--- config.mk ---
export PLATFORM = sky130hd
export DESIGN_NAME = counter_timer_flat
export DESIGN_NICKNAME = d
export VERILOG_FILES = /design/src/rtl/counter_timer_if.sv /design/src/rtl/counter_timer.sv /design/src/flat_wrapper.sv
export SDC_FILE = /design/constraint.sdc
export NUM_CORES = 1
export LEC_CHECK = 0
export ABC_AREA = 1
export CAP_MARGIN = 10
export CORE_ASPECT_RATIO = 1.1
export CORE_MARGIN = 3
export CORE_UTILIZATION = 30
export DETAILED_ROUTE_END_ITERATION = 8
export PLACE_DENSITY = 0.55
export SETUP_SLACK_MARGIN = 0.02
export SLEW_MARGIN = 10
export SYNTH_ARGS = -nofsm -noshare
export SYNTH_HDL_FRONTEND = slang
export SYNTH_SLANG_ARGS = --single-unit
--- constraint.sdc ---
create_clock -name i_clk -period 3.2 [get_ports i_clk]
set_clock_uncertainty 0.1 [all_clocks]
set_input_delay 0.48 -clock i_clk [delete_from_list [all_inputs] [get_ports i_clk]]
set_output_delay 0.48 -clock i_clk [all_outputs]
set_load 0.02 [all_outputs]
--- src/rtl/counter_timer_if.sv ---
// Signal bundle between the interval timer, its host (config, control, interrupt)
// and the attached up-counter (d/load/enable out, q back in).
interface counter_timer_if #(
    parameter int WIDTH  = 4,
    parameter int MISS_W = 4
);
    logic              cfg_valid;
    logic [WIDTH-1:0]  cfg_period;
    logic              cfg_oneshot;
    logic              cfg_ready;
    logic              start;
    logic              stop;
    logic              irq_ack;
    logic [WIDTH-1:0]  cnt_q;
    logic [WIDTH-1:0]  cnt_d;
    logic              cnt_load;
    logic              cnt_enable;
    logic              running;
    logic              irq;
    logic [MISS_W-1:0] missed;

    modport master (
        output cfg_valid, cfg_period, cfg_oneshot, start, stop, irq_ack, cnt_q,
        input  cfg_ready, cnt_d, cnt_load, cnt_enable, running, irq, missed
    );

    modport slave (
        input  cfg_valid, cfg_period, cfg_oneshot, start, stop, irq_ack, cnt_q,
        output cfg_ready, cnt_d, cnt_load, cnt_enable, running, irq, missed
    );
endinterface

--- src/rtl/counter_timer.sv ---
// Periodic / one-shot interval timer that steers an external counter and raises a
// sticky interrupt (with a saturating missed-tick count) when the counter hits the period.
module counter_timer #(
    parameter int MAX       = 16,
    parameter int WIDTH     = $clog2(MAX),
    parameter int CNT_DELAY = 0,
    parameter int MISS_W    = 4
) (
    input logic              i_clk,
    input logic              i_rst,
    counter_timer_if.slave   io_bus
);

    typedef enum logic [1:0] {
        S_IDLE,
        S_GUARD,
        S_RUN,
        S_DONE
    } state_t;

    localparam int                GW         = (CNT_DELAY > 1) ? $clog2(CNT_DELAY) : 1;
    localparam logic [GW-1:0]     GUARD_INIT = (CNT_DELAY > 0) ? GW'(CNT_DELAY - 1) : '0;
    localparam logic [WIDTH-1:0]  PERIOD_RST = WIDTH'(MAX - 1);
    localparam logic [MISS_W-1:0] MISS_SAT   = '1;

    state_t            r_state;
    logic [GW-1:0]     r_guard_cnt;
    logic [WIDTH-1:0]  r_period;
    logic              r_oneshot;
    logic              r_pend_valid;
    logic [WIDTH-1:0]  r_pend_period;
    logic              r_pend_oneshot;
    logic              r_irq;
    logic [MISS_W-1:0] r_missed;

    logic              w_timing;
    logic              w_tick;
    logic              w_load;
    logic              w_enable;
    logic [WIDTH-1:0]  w_load_period;
    logic              w_load_oneshot;

    // GUARD covers the counter's q latency, so q is only trusted in RUN.
    assign w_timing = (r_state == S_RUN) || (r_state == S_GUARD);
    assign w_tick   = !i_rst && !io_bus.stop && (r_state == S_RUN) &&
                      (io_bus.cnt_q == r_period);
    assign w_load   = !i_rst && !io_bus.stop &&
                      (io_bus.start || (w_tick && !r_oneshot));
    assign w_enable = !i_rst && !io_bus.stop && !io_bus.start && !w_tick &&
                      (r_state == S_RUN);

    // A write arriving in the same cycle as a reload is the newest and wins over the pending one.
    assign w_load_period  = io_bus.cfg_valid ? io_bus.cfg_period
                          : (r_pend_valid ? r_pend_period : r_period);
    assign w_load_oneshot = io_bus.cfg_valid ? io_bus.cfg_oneshot
                          : (r_pend_valid ? r_pend_oneshot : r_oneshot);

    always_ff @(posedge i_clk) begin
        if (i_rst) begin
            r_state        <= S_IDLE;
            r_guard_cnt    <= '0;
            r_period       <= PERIOD_RST;
            r_oneshot      <= 1'b0;
            r_pend_valid   <= 1'b0;
            r_pend_period  <= PERIOD_RST;
            r_pend_oneshot <= 1'b0;
            r_irq          <= 1'b0;
            r_missed       <= '0;
        end else begin
            if (w_tick) begin
                r_irq <= 1'b1;
                if (io_bus.irq_ack) begin
                    r_missed <= '0;
                end else if (r_irq && (r_missed != MISS_SAT)) begin
                    r_missed <= r_missed + 1'b1;
                end
            end else if (io_bus.irq_ack) begin
                r_irq    <= 1'b0;
                r_missed <= '0;
            end

            if (w_load) begin
                r_period     <= w_load_period;
                r_oneshot    <= w_load_oneshot;
                r_pend_valid <= 1'b0;
            end else if (io_bus.cfg_valid) begin
                if (w_timing) begin
                    r_pend_valid   <= 1'b1;
                    r_pend_period  <= io_bus.cfg_period;
                    r_pend_oneshot <= io_bus.cfg_oneshot;
                end else begin
                    r_period     <= io_bus.cfg_period;
                    r_oneshot    <= io_bus.cfg_oneshot;
                    r_pend_valid <= 1'b0;
                end
            end

            if (io_bus.stop) begin
                r_state <= S_IDLE;
            end else if (w_load) begin
                r_state     <= (CNT_DELAY == 0) ? S_RUN : S_GUARD;
                r_guard_cnt <= GUARD_INIT;
            end else begin
                unique case (r_state)
                    S_GUARD: begin
                        if (r_guard_cnt == '0) begin
                            r_state <= S_RUN;
                        end else begin
                            r_guard_cnt <= r_guard_cnt - 1'b1;
                        end
                    end
                    S_RUN: begin
                        if (w_tick) begin
                            r_state <= S_DONE;
                        end
                    end
                    default: begin
                        r_state <= r_state;
                    end
                endcase
            end
        end
    end

    assign io_bus.cfg_ready  = 1'b1;
    assign io_bus.cnt_d      = '0;
    assign io_bus.cnt_load   = w_load;
    assign io_bus.cnt_enable = w_enable;
    assign io_bus.running    = w_timing;
    assign io_bus.irq        = r_irq;
    assign io_bus.missed     = r_missed;

endmodule

--- src/flat_wrapper.sv ---
// flat-port wrapper written by rule: the top's interface ports become plain ports
module counter_timer_flat 
#(
    parameter int MAX       = 16,
    parameter int WIDTH     = $clog2(MAX),
    parameter int CNT_DELAY = 0,
    parameter int MISS_W    = 4
)
  (i_clk, i_rst, io_bus_cfg_valid, io_bus_cfg_period, io_bus_cfg_oneshot, io_bus_start, io_bus_stop, io_bus_irq_ack, io_bus_cnt_q, io_bus_cfg_ready, io_bus_cnt_d, io_bus_cnt_load, io_bus_cnt_enable, io_bus_running, io_bus_irq, io_bus_missed);
  counter_timer_if #(.WIDTH(WIDTH), .MISS_W(MISS_W)) io_bus_i ();
  input logic i_clk;
  input logic i_rst;
  input wire logic [$bits(io_bus_i.cfg_valid)-1:0] io_bus_cfg_valid;
  input wire logic [$bits(io_bus_i.cfg_period)-1:0] io_bus_cfg_period;
  input wire logic [$bits(io_bus_i.cfg_oneshot)-1:0] io_bus_cfg_oneshot;
  input wire logic [$bits(io_bus_i.start)-1:0] io_bus_start;
  input wire logic [$bits(io_bus_i.stop)-1:0] io_bus_stop;
  input wire logic [$bits(io_bus_i.irq_ack)-1:0] io_bus_irq_ack;
  input wire logic [$bits(io_bus_i.cnt_q)-1:0] io_bus_cnt_q;
  output wire logic [$bits(io_bus_i.cfg_ready)-1:0] io_bus_cfg_ready;
  output wire logic [$bits(io_bus_i.cnt_d)-1:0] io_bus_cnt_d;
  output wire logic [$bits(io_bus_i.cnt_load)-1:0] io_bus_cnt_load;
  output wire logic [$bits(io_bus_i.cnt_enable)-1:0] io_bus_cnt_enable;
  output wire logic [$bits(io_bus_i.running)-1:0] io_bus_running;
  output wire logic [$bits(io_bus_i.irq)-1:0] io_bus_irq;
  output wire logic [$bits(io_bus_i.missed)-1:0] io_bus_missed;
  assign io_bus_i.cfg_valid = io_bus_cfg_valid;
  assign io_bus_i.cfg_period = io_bus_cfg_period;
  assign io_bus_i.cfg_oneshot = io_bus_cfg_oneshot;
  assign io_bus_i.start = io_bus_start;
  assign io_bus_i.stop = io_bus_stop;
  assign io_bus_i.irq_ack = io_bus_irq_ack;
  assign io_bus_i.cnt_q = io_bus_cnt_q;
  assign io_bus_cfg_ready = io_bus_i.cfg_ready;
  assign io_bus_cnt_d = io_bus_i.cnt_d;
  assign io_bus_cnt_load = io_bus_i.cnt_load;
  assign io_bus_cnt_enable = io_bus_i.cnt_enable;
  assign io_bus_running = io_bus_i.running;
  assign io_bus_irq = io_bus_i.irq;
  assign io_bus_missed = io_bus_i.missed;
  counter_timer #(.MAX(MAX), .WIDTH(WIDTH), .CNT_DELAY(CNT_DELAY), .MISS_W(MISS_W)) u_core (.i_clk(i_clk), .i_rst(i_rst), .io_bus(io_bus_i));
endmodule
---- Word level (Yosys, flattened, before mapping) ----
Cells that the tools add are included.
storage, ports and cells
  input port bits ......................... 15
  flip-flop bits (word level) ............. 19
  logic and storage cells ................. 79
cells by class
  bitwise logic cells ..................... 2
  reductions and logical operators ........ 32
  add/sub/neg operators ................... 2
  multiplexer cells ....................... 24
  equal/unequal tests ..................... 9
operator list
  kind                                                                   count
  4-bit 2-to-1 mux                                                       9
  3-bit AND reduction                                                    4
  2-bit nonzero test                                                     6
  1-bit 2-to-1 mux                                                       11
  1-bit logical AND                                                      9
  2-bit 2-to-1 mux                                                       3
  1-bit logical NOT                                                      5
  4-bit by 1-bit adder with 4-bit output, second input constant          1
  4-bit equality test                                                    1
  2-bit != test, second input constant                                   2
  4-bit != test, second input constant                                   1
  2-bit case mux with 2 select lines                                     1
  2-bit AND reduction                                                    2
  2-bit OR reduction                                                     2
  3-bit by 2-bit != test with 1-bit output, second input constant        1
  3-bit != test, second input constant                                   1
  3-bit nonzero test                                                     1
  3-bit OR reduction                                                     1
  2-bit by 1-bit equality test with 1-bit output, second input constant  1
  2-bit equality test, second input constant                             1
  1-bit logical OR                                                       2
  2-bit by 1-bit != test with 1-bit output, second input constant        1
  1-bit NOT                                                              2
  1-bit subtractor, second input constant                                1

---- Depth between registers and ports, before layout ----
  depth in word-level cells ............... 9
  depth in mapped cells ................... 11
  depth with buffers taken out ............ 11

---- Worst setup path after synthesis ----
Ideal clock, no wire load.
  kind .................................... flip-flop to output port
  start point ............................. register u_core.r_state[0]
  end point ............................... output port io_bus_cnt_enable
  stages on the path, launching flop included .. 8
  data required time ...................... 2620 ps
  buffers on the path ..................... 0
  arrival time ............................ 1495 ps
  path slack .............................. 1125 ps
  cell sequence ........................... dfxtp_1 -> inv_1 -> ha_1 -> inv_1 -> nor2_4 -> nand3_1 -> inv_1 -> nor4_1
on the way
  longest elaborated chain between the ends .. 6
ends and longest elaborated chain
  element                         line                                      source
  from (decl)                     counter_timer.sv:26                       state_t r_state;
  from (signal assigned)          counter_timer.sv:101                      r_state <= (CNT_DELAY == 0) ? S_RUN : S_GUARD;
  from (signal assigned)          counter_timer.sv:118                      r_state <= r_state;
  2-bit equality test *           counter_timer.sv:45, counter_timer.sv:50
  1-bit logical AND (2 in a row)  counter_timer.sv:45                       assign w_tick = !i_rst && !io_bus.stop && (r_state == S_RUN) &&
  1-bit logical NOT               counter_timer.sv:49                       assign w_enable = !i_rst && !io_bus.stop && !io_bus.start && !w_tick &&
  1-bit logical AND               counter_timer.sv:49
  1-bit logical AND *             counter_timer.sv:49
  to (decl)                       flat_wrapper.sv:23                        output wire logic [$bits(io_bus_i.cnt_enable)-1:0] io_bus_cnt_enable;
Every way passes the cells marked *; elsewhere a longest branch is shown, timed or not.

---- Final worst setup path ----
  start point ............................. input port i_rst
  end point ............................... output port io_bus_cnt_enable
on the way
  longest elaborated chain between the ends .. 7
  elaborated cells between the ends (all ways) .. 8
  classes of those cells .................. reduce/logical (8)
ends and longest elaborated chain
  element                           line                                      source
  from (decl)                       flat_wrapper.sv:12                        input logic i_rst;
  1-bit logical NOT *               counter_timer.sv:45, counter_timer.sv:49
  1-bit logical AND *               counter_timer.sv:45, counter_timer.sv:49
  1-bit logical AND (2 in a row)    counter_timer.sv:45
  1-bit logical NOT                 counter_timer.sv:49
  1-bit logical AND * (2 in a row)  counter_timer.sv:49
Marks and branches as above.

==> summary.txt <==
Synth
  • Share of the synthesized area in the top cell type: 34.3%
  • Post-Synth Adder-Cell Area: 2.38%
  • Syn Inst Count: around 150
  • Largest family of logic cells by synthesized area: simple AND/OR/NAND/NOR gates
  • Post-synthesis compound-gate area fraction: a little over an eighth
  • Mux contribution to synthesized area: 3.81%
  • Largest cells by area after synthesis: dfxtp_1 (34%), nand2_1 (15%), inv_1 (8.2%), nand3_1 (7.6%), o21ai_2 (4.2%)
  • Sequential cell area fraction in the yosys report: roughly 34%
  • Top cells by count, synth: nand2_1 (43), inv_1 (23), dfxtp_1 (18)
  • Simple-gate share of the synthesized area: 31.7%
  • Synth Area in XOR/XNOR: 0%
  • Count leader, synth: nand2_1
  • Syn avg cell area: 6.91 sq um
  • Post-synthesis cell type count: 28
  • Post-synth EDFFs: 0
  • Total of warnings raised by yosys: 0
  • Synth area leader: dfxtp_1
  • Synth Cell Area: roughly 1100 sq um
  • Primary FF master, synth: dfxtp_1
  • Ys async rst share: 0%
  • FF+latch count, synth: 18

Clocking
  • Post-CTS Hold Fix Bufs: 0
  • H-tree Lvls: 1
  • Post_cts resized: 0
  • CTS root buf: clkbuf_4
  • # Post-CTS Setup Buffers: 0
  • Clk sinks: 18
  • Clock Latency Late Sink: 290 ps
  • Worst-path clk slew: roughly 100 ps
  • Number of buffers created by CTS: 3
  • Deepest clock path buffer count: 2
  • CTS tree: yes

Global routing
  • Initial antenna violation count: 0
  • First-pass GRT wire length: 3800 microns
  • Largest net degree at the start of global routing: 18
  • Vias in the first global route: 951
  • Total gr overflow: 0
  • GR Util All Layers: 11.3%

Routing
  • Post-route ant nets: 0
  • DR pass1 iterations: 5
  • Via count: 986
  • Post-route DRC violation count: 0
  • DR WL/cell: 10.1 microns
  • DRT iter0 DRCs: 40
  • Via density per instance: 4.46
  • Final WL: around 2200 microns

Setup path
  • Worst path slowest cell: clkdlybuf4s50_1
  • Slowest stage delay, CP: 660 ps
  • Maximum fanout along the worst path: 5
  • Startpoint class of the critical path: input port
  • CP Launch Point: i_rst
  • CP Capture Type: primary output
  • Setup CP Type: input port to primary output
  • Most used cell, CP: clkdlybuf4s50_1
  • Worst Path Arrival: 2380 ps
  • RR Startpoint: u_core.r_state[0]
  • Req. time, crit path: 2620 ps
  • Cell Chain, Critical Path: clkdlybuf4s50_1 -> or2_4 -> nor2_4 -> nand3_1 -> inv_1 -> nor4_1 -> clkdlybuf4s50_1

Power and ir drop
  • PD cells: around 350 nW/um^2
  • Tot Pwr: 0.464 mW
  • Leakage: roughly 0.63 nW
  • Peak VDD IR: around 0.14 mV

STA
  • Setup TNS: 0 ps
  • Fin crit period: 2960 ps
  • RSZ-0062 raised after global routing: no
  • Max frequency: about 340 MHz
  • Final hold slack: 356 ps
  • Final Hold Fails: 0
  • Final period utilization: 92.4%
  • Slew Limit Fails: 0
  • # setup viols final: 0
  • Setup WS post-layout: 242 ps

Finish
  • Area delta synth->final: 26.5%
  • Layout cell share with drive strength beyond 1: between 9 and 10%
  • Fillers: 347
  • Final nets: 193
  • N_diodes: 0

Place
  • Hpwl dp: 1840 microns
  • Pre-CTS WS: 251 ps
  • Gpl congestion: roughly 0.76
  • Port Buffers: 22

Die
  • DIE HEIGHT: 68.1 microns
  • Rows: 21
  • Core area: 3210 sq um
  • Initial Util: 32.8%
  • Die extent in x: between 60 and 70 microns
  • Die area: roughly 4300 sq um
  • Boundary Pins: 28

Hold path
  • Hold Crit Class: register to register
  • Critical hold path startpoint: u_core.r_pend_oneshot

Run
  • Max cap viols: 0

Outcome
  • Status: completed
[state kept, by name, indices dropped and copies added (netlist names)]
name	flops
u_core.r_pend_period	4
u_core.r_pend_oneshot	1
u_core.r_oneshot	1
u_core.r_period	4
u_core.r_state	2
u_core.io_bus.irq	1
u_core.r_pend_valid	1
u_core.io_bus.missed	4
[kinds of logic (layout without fill, tap and decap cells)]
| group | Yosys count | count (layout) |
|---|---|---|
| AO/OA/AOI/OAI | 21 | 21 |
| multiplexers | 4 | 4 |
| buffers and inverters | 31 | 51 |
| adder cells (fa/ha/maj) | 2 | 2 |
| other | 2 | 5 |
| flip-flops | 18 | 18 |
| AND/OR/NAND/NOR | 74 | 74 |
[per-stage QoR]
stage	util (%)	cell area (sq um)	cells
final	41.5	1330	221
after floorplan	-	1060	155
after global placement	40.4	1290	217
after detailed placement	40.4	1290	217
after CTS	41.5	1330	221
after global routing	41.5	1330	221
[layout by cell type, fill, tap and decap left out]
cell type and count:
nor2_2 1, nor4_1 1, inv_1 23, a211oi_1 1, nand2_1 43, clkdlybuf4s50_1 22, mux2i_1 4, nand2_2 1
conb_1 5, nand3_1 16, o21ai_0 6, or2_0 1, a21oi_1 6, nor2_1 5, o21ai_2 5, or2_4 1
nand2_4 1, a21oi_4 1, ha_1 2, nor3_1 2, a31oi_1 1, a21boi_1 1, dfxtp_1 18, nand4_1 1
buf_4 1, clkinv_1 1, clkbuf_4 3, nor2_4 1, clkbuf_8 1
[layer usage]
layer | track usage (%) | part of all wire (%)
met5 | 0 | 0
met3 | 2.63 | 5.5
met1 | 11.6 | 43
met4 | 4.13 | 0.80
met2 | 22.5 | 50
[power by group]
group,leakage (nW),switching (mW),internal (mW)
clock network,0.0210,0.0710,0.0692
registers,0.147,0.00462,0.232
logic,0.461,0.0492,0.0382
total,0.629,0.125,0.340
[final timing paths]
check	endpoint	slack [ps]	depth (start not counted)
hold / removal	u_core.r_pend_oneshot	360	2
hold reg to reg	u_core.r_pend_oneshot	360	2
setup reg to reg	u_core.r_pend_oneshot	1350	11
setup / recovery	io_bus_cnt_enable	240	7
[cell type report]
class | instances | area, sq um | area share, %
clock buffers | 4 | 36.3 | 2.73
well taps | 46 | 57.6 | 4.33
multi-input cells | 106 | 558 | 42.0
inverters | 24 | 90.1 | 6.77
repair buffers | 23 | 228 | 17.1
flip-flops and latches | 18 | 360 | 27.1
[worst max-delay path: cells and delay by family]
| kind | cells | cell delay [ps] |
|---|---|---|
| simple gates | 4 | 610 |
| buf+inv | 3 | 1290 |
(Power assumes the default switching activity.)
==> RTL edit 1, RTL diff (same settings) <==
The 4 states of `state_t` get a one-hot encoding in 4 bits.
--- a/src/rtl/counter_timer.sv
+++ b/src/rtl/counter_timer.sv
@@ -12,9 +12,9 @@
 );
 
-    typedef enum logic [1:0] {
-        S_IDLE,
-        S_GUARD,
-        S_RUN,
-        S_DONE
+    typedef enum logic [3:0] {
+        S_IDLE  = 4'b0001,
+        S_GUARD = 4'b0010,
+        S_RUN   = 4'b0100,
+        S_DONE  = 4'b1000
     } state_t;
 
Formal check against the unedited RTL: same outputs for any inputs over 10 cycles, from zero or initial values and one cycle with i_rst high; not proved beyond that.
==> RTL edit 1 against the original RTL <==
- synthesized area is 0.24% higher
- global-route usage is 0.43 points lower
- setup slack better by 0.12 ns
- wire length is 4.5% lower
- final area stayed put
- sequential cell count is 1 higher
- power is 2.8% lower
- largest cell class unchanged
==> RTL edit 1: results (changes against the original RTL) <==
* Crit path max fanout at 4 (-1)
* Vias in the first global route at 929 (-2.3%)
* Critical path's slowest cell: clkdlybuf4s50_1
* First-pass GRT wire length at 3770 um (-0.74%)
* Asr flop ratio synth at 0% (unchanged)
* Status: finished clean
* Area growth, synth to finish at 26.2%
* Post-synth top cells: nand2_1 (40), inv_1 (22), dfxtp_1 (19)
* Top cells by area, synth: dfxtp_1 (36%), nand2_1 (14%), nand3_1 (8.6%), inv_1 (7.8%), nand2_4 (4.3%)
* Mux cell area share after synthesis at 3.80% (-0.0090 points)
* Dpl cell area at 0.00130 mm2 (+0.77%)
* Seq/Total Area, Yosys at 36.1% (+1.8 points)
* Clock edge transition at the registers on the reported setup and hold paths at 0.10 ns (about the same)
* Inst Count DP at 218 (+0.46%)
* Initial antenna violation count at 0 (unchanged)
* Largest stage delay, worst path at 0.59 ns (-0.07 ns)
* Adder-Cell Fraction of Synth Area at 1.19% (-1.2 points)
* Final GP Congestion at 0.788 (+3.9%)
* Root Driver: clkbuf_4
* Syn_area_per_cell at 6.93 um2 (+0.24%)
* Dpl hpwl at 1740 um (-5.4%)
* Largest net degree at the start of global routing at 17 (-1)
* Peak supply drop at 0.162 mV (+14%)
* Vias at 956 (-3.0%)
* CP Data Arrival Time at 2.26 ns (-0.12 ns)
* Max clock buf depth at 2 (unchanged)
* N_diodes at 0 (unchanged)
* Int Pwr at 0.330 mW (-2.8%)
* Drt pass-1 iters at 4 (-1)
* Share of cells above drive strength 1 at 9.09% (-0.052 points)
* Placement Setup Slack at 0.328 ns (+0.0767 ns)
* Filler cells at 366 (+5.5%)
* Initial drt markers at 18 (-55%)
* Final wirelength at 2140 um (-4.5%)
* Via-per-instance ratio at 4.31 (-3.5%)
==> RTL edit 1: worst max-delay path: cells and delay by family <==
| family | cells | cell delay, ns |
|---|---|---|
| buf+inv | 4 | 1.17 |
| simple gates | 6 | 0.61 |
==> RTL edit 1: power by group through the flow <==
stage | combinational [mW] | clock, mW | sequential [mW]
final | 0.0845 | 0.118 | 0.249
after global routing | 0.0957 | 0.136 | 0.250
after CTS | 0.0854 | 0.128 | 0.249
after detailed placement | 0.0849 | 0 | 0.255
after global placement | 0.0836 | 0 | 0.254
after floorplan | 0.0595 | 0 | 0.253
==> RTL edit 1: final cells by class <==
class | count | area share [%]
inverters | 24 | 6.77
flip-flops and latches | 19 | 28.6
clock buffers | 4 | 1.98
repair buffers | 24 | 17.7
multi-input cells | 105 | 40.6
well taps | 46 | 4.33
==> RTL edit 1: layer usage <==
layer  part of all wire [%]  global-route usage [%]
met3                    4.7                    2.30
met4                   0.51                    4.13
met1                     47                    12.4
met5                      0                       0
met2                     48                    20.0
==> RTL edit 1: kinds of logic after synthesis <==
group                    count (synthesis)
AO/OA/AOI/OAI                           17
flip-flops                              19
buffers and inverters                   31
AND/OR/NAND/NOR                         78
multiplexers                             4
adder cells (fa/ha/maj)                  1
other                                    2
==> RTL edit 1: worst paths after layout <==
check | from | to | slack, ns
setup reg to reg | u_core.r_period[1] | u_core.r_pend_oneshot | 1.45
hold / removal | u_core.r_pend_period[2] | u_core.r_pend_period[2] | 0.36
setup / recovery | io_bus_cnt_q[2] | io_bus_cnt_load | 0.36
hold reg to reg | u_core.r_pend_period[2] | u_core.r_pend_period[2] | 0.36
==> RTL edit 2, RTL diff (config.mk and constraints unchanged) <==
Made on the original files. `MAX` is set to 16 in 2 places; all go to 32.
--- a/src/rtl/counter_timer.sv
+++ b/src/rtl/counter_timer.sv
@@ -2,5 +2,5 @@
 // sticky interrupt (with a saturating missed-tick count) when the counter hits the period.
 module counter_timer #(
-    parameter int MAX       = 16,
+    parameter int MAX       = 32,
     parameter int WIDTH     = $clog2(MAX),
     parameter int CNT_DELAY = 0,
--- a/src/flat_wrapper.sv
+++ b/src/flat_wrapper.sv
@@ -2,5 +2,5 @@
 module counter_timer_flat 
 #(
-    parameter int MAX       = 16,
+    parameter int MAX       = 32,
     parameter int WIDTH     = $clog2(MAX),
     parameter int CNT_DELAY = 0,
Ports: changed (resized io_bus_cfg_period, io_bus_cnt_d and io_bus_cnt_q); port bits go from 28 to 31. The function was not compared with the original's and may differ.
==> RTL edit 2 against the original RTL <==
- sequential cell count up 2
- sequential power rose by 11%
- combinational power increased by 12%
- highest routed layer unchanged
- final area increased by 11%
- power increased by 13%
- synthesized area is 12% higher
- sequential share of layout area shrank 0.066 points
- clock power rose by 18%
- die area grew 11%
- count of clock-buffer cells in the layout shrank 1
- via count up 4.9%
- wire length is 10% higher
- critical endpoint is now io_bus_cnt_load
- setup slack gained 0.053 ns
==> RTL edit 2: results (changes against the original RTL) <==
* Tot GR Track Use at 11.4% (+0.11 points)
* Top cells by area, synth: dfxtp_1 (34%), nand2_1 (9.5%), inv_1 (6.4%), nand3_1 (6.4%), a21oi_1 (4.2%)
* CP Launch Point: i_rst
* Peak supply drop at 0.280 mV (+97%)
* Crit path max fanout at 6 (+1)
* Post-synthesis cell type count at 31 (+11%)
* Final wirelength at 2470 um (+10%)
* Post-CTS Resized at 0 (unchanged)
* Final GP Congestion at 0.779 (+2.6%)
* TritonCTS Buffers at 3 (unchanged)
* Status: finished clean
* Clk_lat worst skew at 0.26 ns (-0.03 ns)
* First-pass GRT wire length at 4230 um (+11%)
* Met2 usage at 20.7% (-1.8 points)
* Post-CTS Setup Inserts at 0 (unchanged)
* GR met1 Demand/Resource at 12.5% (+0.98 points)
* Initial drt markers at 31 (-23%)
* Asr flop ratio synth at 0% (unchanged)
* P_sw at 0.141 mW (+13%)
* Share of cells above drive strength 1 at 13.4% (+4.3 points)
* Largest net degree at the start of global routing at 13 (-5)
* Max clock buf depth at 2 (unchanged)
* Vias in the first global route at 996 (+4.7%)
* Clock edge transition at the registers on the reported setup and hold paths at 0.07 ns (-0.03 ns)
* Root Driver: clkbuf_8
* Hold wc startpoint: u_core.r_pend_oneshot
* Seq/Total Area, Yosys at 33.9% (-0.35 points)
* N_diodes at 0 (unchanged)
* Drt pass-1 iters at 4 (-1)
* Ys Warns at 0 (unchanged)
* Met3 Use GR at 3.61% (+0.98 points)
* CP Data Arrival Time at 2.32 ns (-0.06 ns)
* Dpl hpwl at 2040 um (+11%)
* H-tree Lvls at 1 (unchanged)
* Post-synth top cells: nand2_1 (30), dfxtp_1 (20), inv_1 (20)
* Hold Crit Class: flop to flop
* Buffers on Ports at 24 (+9.1%)
* Via-per-instance ratio at 4.52 (+1.2%)
* Initial antenna violation count at 0 (unchanged)
* Reg2Reg Launch Point: u_core.r_period[0]
* Leakage power at 0.622 nW (-1.1%)
* Filler cells at 387 (+12%)
* Nets at 200 (+3.6%)
==> RTL edit 2: kinds of logic after synthesis <==
logic type                 synth area share [%]
and+or+nand+nor                            31.7
buffers and inverters                      13.1
AOI/OAI and AO/OA                          16.2
DFF                                        33.9
xor gates and xnor gates                   2.23
adders and majority gates                  2.12
other                                     0.637
==> RTL edit 2: power groups by stage <==
stage               logic [mW]  clock network, mW  registers [mW]
finish                  0.0982              0.165           0.263
CTS                     0.0998              0.171           0.264
detailed placement      0.0995                  0           0.269
global route             0.109              0.185           0.265
floorplan               0.0714                  0           0.268
global placement        0.0989                  0           0.269
==> RTL edit 2: per-stage QoR <==
stage	hold slack (ns)	std cells	setup slack, ns	utilization [%]	cell area, um2
2_1_floorplan	0.320	159	1.13	-	1190
3_3_place_gp	0.345	226	0.326	38.8	1440
4_1_cts	0.357	229	0.292	39.9	1480
5_1_grt	0.390	229	0.212	39.9	1480
3_5_place_dp	0.344	226	0.301	38.8	1440
6_report	0.352	229	0.295	39.9	1480
==> RTL edit 2: critical path: stages <==
cell and delay, ns:
clkdlybuf4s50_1 0.52, nor2_8 0.19, inv_2 0.07, nor2_4 0.11, nand3_2 0.10, nand2_4 0.08, nand2_4 0.05, inv_2 0.10
clkdlybuf4s50_1 0.62
==> RTL edit 2: routing by layer <==
metal  up-vias  part of all wire, %
met4         0                  1.7
met2        29                   52
met5         -                    0
met3         4                  6.6
li1        537                    -
met1       464                   40
==> RTL edit 2: area by class of cell <==
| cell class | count | area (um2) | area share, % |
|---|---|---|---|
| flip-flops and latches | 20 | 400 | 27.0 |
| clock buffers | 3 | 41.3 | 2.79 |
| multi-input cells | 108 | 639 | 43.2 |
| well taps | 50 | 62.6 | 4.22 |
| inverters | 22 | 82.6 | 5.57 |
| repair buffers | 26 | 255 | 17.2 |
==> RTL edit 2: worst paths after layout <==
| check | cells after the start | slack [ns] | end |
|---|---|---|---|
| max | 9 | 0.30 | io_bus_cnt_load |
| min | 2 | 0.35 | u_core.r_pend_oneshot |
| max reg2reg | 11 | 1.40 | u_core.r_period[4] |
| min reg2reg | 2 | 0.35 | u_core.r_pend_oneshot |
